==> src/rtl/sync_hs_pkg.sv <==
// Shared definitions for the toggle-handshake receiver: FSM state type,
// synchronizer depth floor and statistics counter width.
package sync_hs_pkg;

   localparam int unsigned MIN_SYNC_DEPTH = 2;
   localparam int unsigned XFER_CNT_W     = 16;

   typedef enum logic [1:0] {
      IDLE = 2'd0,
      HOLD = 2'd1,
      ACK  = 2'd2
   } state_e;

endpackage

==> src/rtl/sync_handshake_rx_syncregs.sv <==
// syncregs: DEPTH-stage flop chain bringing an asynchronous bus into clk_i.
// Every stage clears on the synchronous active-high reset.
module syncregs #(
   parameter int unsigned WIDTH = 1,
   parameter int unsigned DEPTH = 2
) (
   input  logic             clk_i,
   input  logic             rst_i,
   input  logic [WIDTH-1:0] d_i,
   output logic [WIDTH-1:0] q_o
);

   logic [WIDTH-1:0] stage_q [DEPTH];

   // Shift the asynchronous input through the metastability chain
   always_ff @(posedge clk_i) begin
      if (rst_i) begin
         for (int unsigned i = 0; i < DEPTH; i++) begin
            stage_q[i] <= '0;
         end
      end else begin
         stage_q[0] <= d_i;
         for (int unsigned i = 1; i < DEPTH; i++) begin
            stage_q[i] <= stage_q[i-1];
         end
      end
   end

   assign q_o = stage_q[DEPTH-1];

endmodule

==> src/rtl/sync_handshake_rx.sv <==
// sync_handshake_rx: receive side of a toggle req/ack clock-domain crossing.
// A synchronized request toggle captures the held payload into dout; once the
// consumer takes it, ack_tgl flips back to the sender.
// Optional feature: define SYNC_HANDSHAKE_RX_STATS_EN to add the saturating
// 16-bit xfer_count output.
module sync_handshake_rx
   import sync_hs_pkg::*;
#(
   parameter int unsigned WIDTH      = 32,
   parameter int unsigned SYNC_DEPTH = 3
) (
   input  logic             clk,
   input  logic             rst,
   input  logic             req_tgl_async,
   input  logic [WIDTH-1:0] data_async,
   output logic             ack_tgl,
   output logic [WIDTH-1:0] dout,
   output logic             dout_valid,
   input  logic             dout_ready,
   output logic             busy,
   output logic             proto_err
`ifdef SYNC_HANDSHAKE_RX_STATS_EN
   ,
   output logic [XFER_CNT_W-1:0] xfer_count
`endif
);

   if (SYNC_DEPTH < MIN_SYNC_DEPTH) begin : g_depth_check
      $error("sync_handshake_rx: SYNC_DEPTH must be at least MIN_SYNC_DEPTH");
   end

   state_e           state_q, state_d;
   logic             req_sync;
   logic             req_seen_q, req_seen_d;
   logic [WIDTH-1:0] dout_q, dout_d;
   logic             valid_q, valid_d;
   logic             ack_q, ack_d;
   logic             perr_q, perr_d;
   logic             pending;
   logic             load_en;
   logic             xfer_en;

   syncregs #(
      .WIDTH (1),
      .DEPTH (SYNC_DEPTH)
   ) u_req_sync (
      .clk_i (clk),
      .rst_i (rst),
      .d_i   (req_tgl_async),
      .q_o   (req_sync)
   );

   assign pending = (req_sync != req_seen_q);
   assign load_en = (state_q == IDLE) && pending;
   assign xfer_en = (state_q == HOLD) && valid_q && dout_ready;

   // State register
   always_ff @(posedge clk) begin
      if (rst) begin
         state_q <= IDLE;
      end else begin
         state_q <= state_d;
      end
   end

   // Next-state logic: capture, wait for consumer, one-cycle ack phase
   always_comb begin
      state_d = state_q;
      unique case (state_q)
         IDLE:    if (pending) state_d = HOLD;
         HOLD:    if (valid_q && dout_ready) state_d = ACK;
         ACK:     state_d = IDLE;
         default: state_d = IDLE;
      endcase
   end

   // Output/datapath next values derived from the current state
   always_comb begin
      dout_d     = dout_q;
      valid_d    = valid_q;
      req_seen_d = req_seen_q;
      ack_d      = ack_q;
      perr_d     = perr_q;
      if (load_en) begin
         dout_d     = data_async;
         valid_d    = 1'b1;
         req_seen_d = req_sync;
      end
      if (xfer_en) begin
         valid_d = 1'b0;
         ack_d   = ~ack_q;
      end
      // req_seen equals req_sync from capture onward, so any difference
      // outside IDLE is a sender toggle that arrived before our ack
      if ((state_q != IDLE) && pending) begin
         perr_d = 1'b1;
      end
   end

   // Datapath and handshake registers
   always_ff @(posedge clk) begin
      if (rst) begin
         dout_q     <= '0;
         valid_q    <= 1'b0;
         req_seen_q <= 1'b0;
         ack_q      <= 1'b0;
         perr_q     <= 1'b0;
      end else begin
         dout_q     <= dout_d;
         valid_q    <= valid_d;
         req_seen_q <= req_seen_d;
         ack_q      <= ack_d;
         perr_q     <= perr_d;
      end
   end

   assign dout       = dout_q;
   assign dout_valid = valid_q;
   assign ack_tgl    = ack_q;
   assign proto_err  = perr_q;
   assign busy       = (state_q != IDLE);

`ifdef SYNC_HANDSHAKE_RX_STATS_EN
   logic [XFER_CNT_W-1:0] xfer_cnt_q;

   // Count ack toggles, holding at all-ones
   always_ff @(posedge clk) begin
      if (rst) begin
         xfer_cnt_q <= '0;
      end else if (xfer_en && (xfer_cnt_q != '1)) begin
         xfer_cnt_q <= xfer_cnt_q + 1'b1;
      end
   end

   assign xfer_count = xfer_cnt_q;
`endif

endmodule

==> config.mk <==
export PLATFORM = sky130hd
export DESIGN_NAME = sync_handshake_rx
export DESIGN_NICKNAME = d
export VERILOG_FILES = /design/src/rtl/sync_hs_pkg.sv /design/src/rtl/sync_handshake_rx_syncregs.sv /design/src/rtl/sync_handshake_rx.sv
export SDC_FILE = /design/constraint.sdc
export NUM_CORES = 1
export LEC_CHECK = 0
export CAP_MARGIN = 20
export CORE_MARGIN = 2
export CORE_UTILIZATION = 25
export CTS_BUF_LIST = sky130_fd_sc_hd__clkbuf_2
export DETAILED_ROUTE_END_ITERATION = 10
export GPL_ROUTABILITY_DRIVEN = 0
export HOLD_SLACK_MARGIN = 0.02
export PLACE_DENSITY = 0.53
export REMOVE_ABC_BUFFERS = 1
export SLEW_MARGIN = 20
export SYNTH_ARGS = -nofsm -noshare
export SYNTH_HDL_FRONTEND = slang
export SYNTH_SLANG_ARGS = --single-unit
==> constraint.sdc <==
create_clock -name clk -period 1.4 [get_ports clk]
set_input_delay 0.35 -clock clk [delete_from_list [all_inputs] [get_ports clk]]
set_output_delay 0.35 -clock clk [all_outputs]
set_load 0.05 [all_outputs]
==> qor.yml <==
vias_per_cell: 4.654
synth_area_um2: 1687
cts_num_sinks: 41
setup_tns_ns: -0.07978
period_minus_slack_ns: 1.480
drcViolationCount: 0
htreeDepth: 2
layout.nets: 285
grt-ovfl-total: 0
synth-seq-area-share: 0.4866
ys_seq_elements: 41
cts.path.max_buffers: 2
antenna_found_initial: 0
clock_power_share: 0.221
cts_tree: "yes"
fin_util: 0.4623
drtIter0Drc: 58
grt_usage: 0.1260
fillers: 603
clk_pin_slew_ns: 0.20
min_period_over_period: 1.057
root_buffer: "clkbuf_2"
setup_ws_ns: -0.07978
p_comb_frac: 0.234
n_antenna_cell: 0
start_kind: "register"
required_ns: 1.05
ios: 72
ant_nets: 0
critPathKind: "reg -> out"
max-slew-margin-rel: 0.8449
clock_latency_ns: 0.39
ys_types: 20
die_h_um: 86.14
wl_met3_um: 339
power.internal_mw: 1.648
cellPowerDensity_nw_per_um2: 773.1
postCtsHoldBufs: 0
portBuffers: 71
grt_pass1_wl_um: 7300
slew_viol_final: 0
synth_area_per_cell_um2: 9.638
syn_to_final_growth_pct: 76.04
critical_path_peak_fanout: 5
drt-total-wl_um: 4436
crit_path_end_kind: "primary output"
finClkSkew_ns: 0.01505
core-area_um2: 6422
path_cells: "nor2_4 > inv_2 > buf_8"
cp_slowest_cell: "dfxtp_2"
die_w_um: 86.14
max_cap_violations: 0
slowest_delay_ns: 0.38
drive_gt1_frac: 0.3160
grt_start_max_net_pins: 38
rsz0062_at_grt: "yes"
regArea_um2: 844.6
met2WireLength_um: 2090
netlist_instances: 175
grt_pass1_vias: 1574
cp_top_family: "flip-flops"
p_leak_nw: 1.149
avgRoutedWirePerCell_um: 13.57
ys_warn_count: 0
vdd_ir_drop_max_mv: 0.3175
first_pass_iters: 4
p_sw_frac: 0.2819
ys_top_cells_by_area: "dfxtp_1 49%, a31o_1 17%, nand2b_1 12%, a21oi_1 10%, clkbuf_1 2.0%"
wl_met1_um: 1943
p_sw_mw: 0.6470
synth_top_area_cell: "dfxtp_1"
dr_total_vias: 1522
initial_utilization: 0.2626
min_path_type: "reg -> reg"
setup_viol: 1
path_buf_inv: 2
dpl.hpwl_um: 2956
cts_buffers: 5
violations: "negative setup slack"
pwr-share-seq: 0.544
worst_pin_slew_ns: 0.2326
status: "complete, but fails checks"
multi_input_area_um2: 779.5
num_rows: 29
top_layer: "met4"
synth_top_area_frac: 0.4866
max_freq_mhz: 675.8
hold_violations: 0
die_area_um2: 7419
crit_arrival_ns: 1.13
[cells by family after synthesis]
kind of cell	Yosys count	synth area share
AND/OR/NAND/NOR	44	0.1573
flip-flops	41	0.4866
buffers and inverters	19	0.06083
AO/OA/AOI/OAI	69	0.2804
XOR/XNOR	2	0.01484
[through the flow]
| stage | std cells | power, mW | hold WS [ns] | worst slack [ns] | cell area, um^2 |
|---|---|---|---|---|---|
| 6_report | 327 | 2.295 | 0.4418 | -0.07978 | 2969 |
| 2_1_floorplan | 158 | 1.467 | 0.4138 | -0.7514 | 1592 |
| 3_5_place_dp | 316 | 1.801 | 0.4364 | -0.1776 | 2870 |
| 5_1_grt | 327 | 2.423 | 0.4655 | -0.1840 | 2969 |
| 4_1_cts | 325 | 2.329 | 0.4544 | -0.1381 | 2933 |
| 3_3_place_gp | 316 | 1.798 | 0.4253 | -0.1448 | 2870 |
[placed cells by master, fill, tap and decap left out]
cell              n
nor2_1            3
o211a_1           1
clkbuf_2          8
nand2b_1         33
nand2_1           2
o21a_1            1
a31o_1           32
xor2_1            1
and2_1            1
nor2b_1           3
nor2_4            1
nand4b_1          1
clkinv_1          1
a21oi_1          35
buf_8             1
dfxtp_2          19
xor2_4            1
dfxtp_1          22
clkdlybuf4s50_1  35
inv_2             1
buf_4            10
buf_12           38
[per-layer routing]
layer,global-route usage,up-vias
met1,0.1500,709
met3,0.04620,10
li1,-,760
met2,0.2065,43
met4,0.04762,0
met5,0,-
[flip-flops by register name, indices dropped and copies added, names as in the netlist]
name,count
u_req_sync.stage_q,3
proto_err,1
state_q,2
req_seen_q,1
dout_valid,1
dout,32
ack_tgl,1
[worst reg2reg max path: cells and delay by family (launching register included)]
kind / cells / cell delay, ns
flops: 1 / 0.47
compound gates: 2 / 0.30
buf+inv: 1 / 0.27
xor+xnor: 1 / 0.17
[path summary, 6_finish.rpt]
check	to	depth (start not counted)	start	slack [ns]
worst max-delay path	busy	3	state_q[0]	-0.08
worst min-delay path	u_req_sync.stage_q[0][1]	1	u_req_sync.stage_q[0][0]	0.44
worst max register to register	dout[23]	4	req_seen_q	0.09
worst min register to register	u_req_sync.stage_q[0][1]	1	u_req_sync.stage_q[0][0]	0.44
[area by class of cell]
cell class / count / share of cell area
repair buffers: 84 / 0.4046
flip-flops and latches: 41 / 0.2844
multi-input cells: 115 / 0.2625
well taps: 77 / 0.03245
clock buffers: 8 / 0.01349
inverters: 2 / 0.002528
[timing repair]
action | in CTS | in global routing
gates resized for setup | 6 | 17
pin swaps | 1 | 1
setup endpoints to repair | 1 | 18
buffers inserted | 1 | 2
[cell usage after synthesis (all sizes together)]
cell     n
buf      8
inv      1
clkbuf   9
nor2b    3
a21oi   35
nand4b   1
nor2     4
xor2     2
and2     1
a31o    32
dfxtp   41
clkinv   1
o211a    1
nand2    2
o21a     1
nand2b  33
[power groups by stage]
stage          combinational [mW]  clock (mW)  sequential (mW)
2_1_floorplan               0.106           0             1.36
3_3_place_gp                0.529           0             1.27
3_5_place_dp                0.531           0             1.27
4_1_cts                     0.538       0.543             1.25
5_1_grt                     0.567       0.601             1.26
6_report                    0.538       0.508             1.25
(Power assumes the default switching activity.)
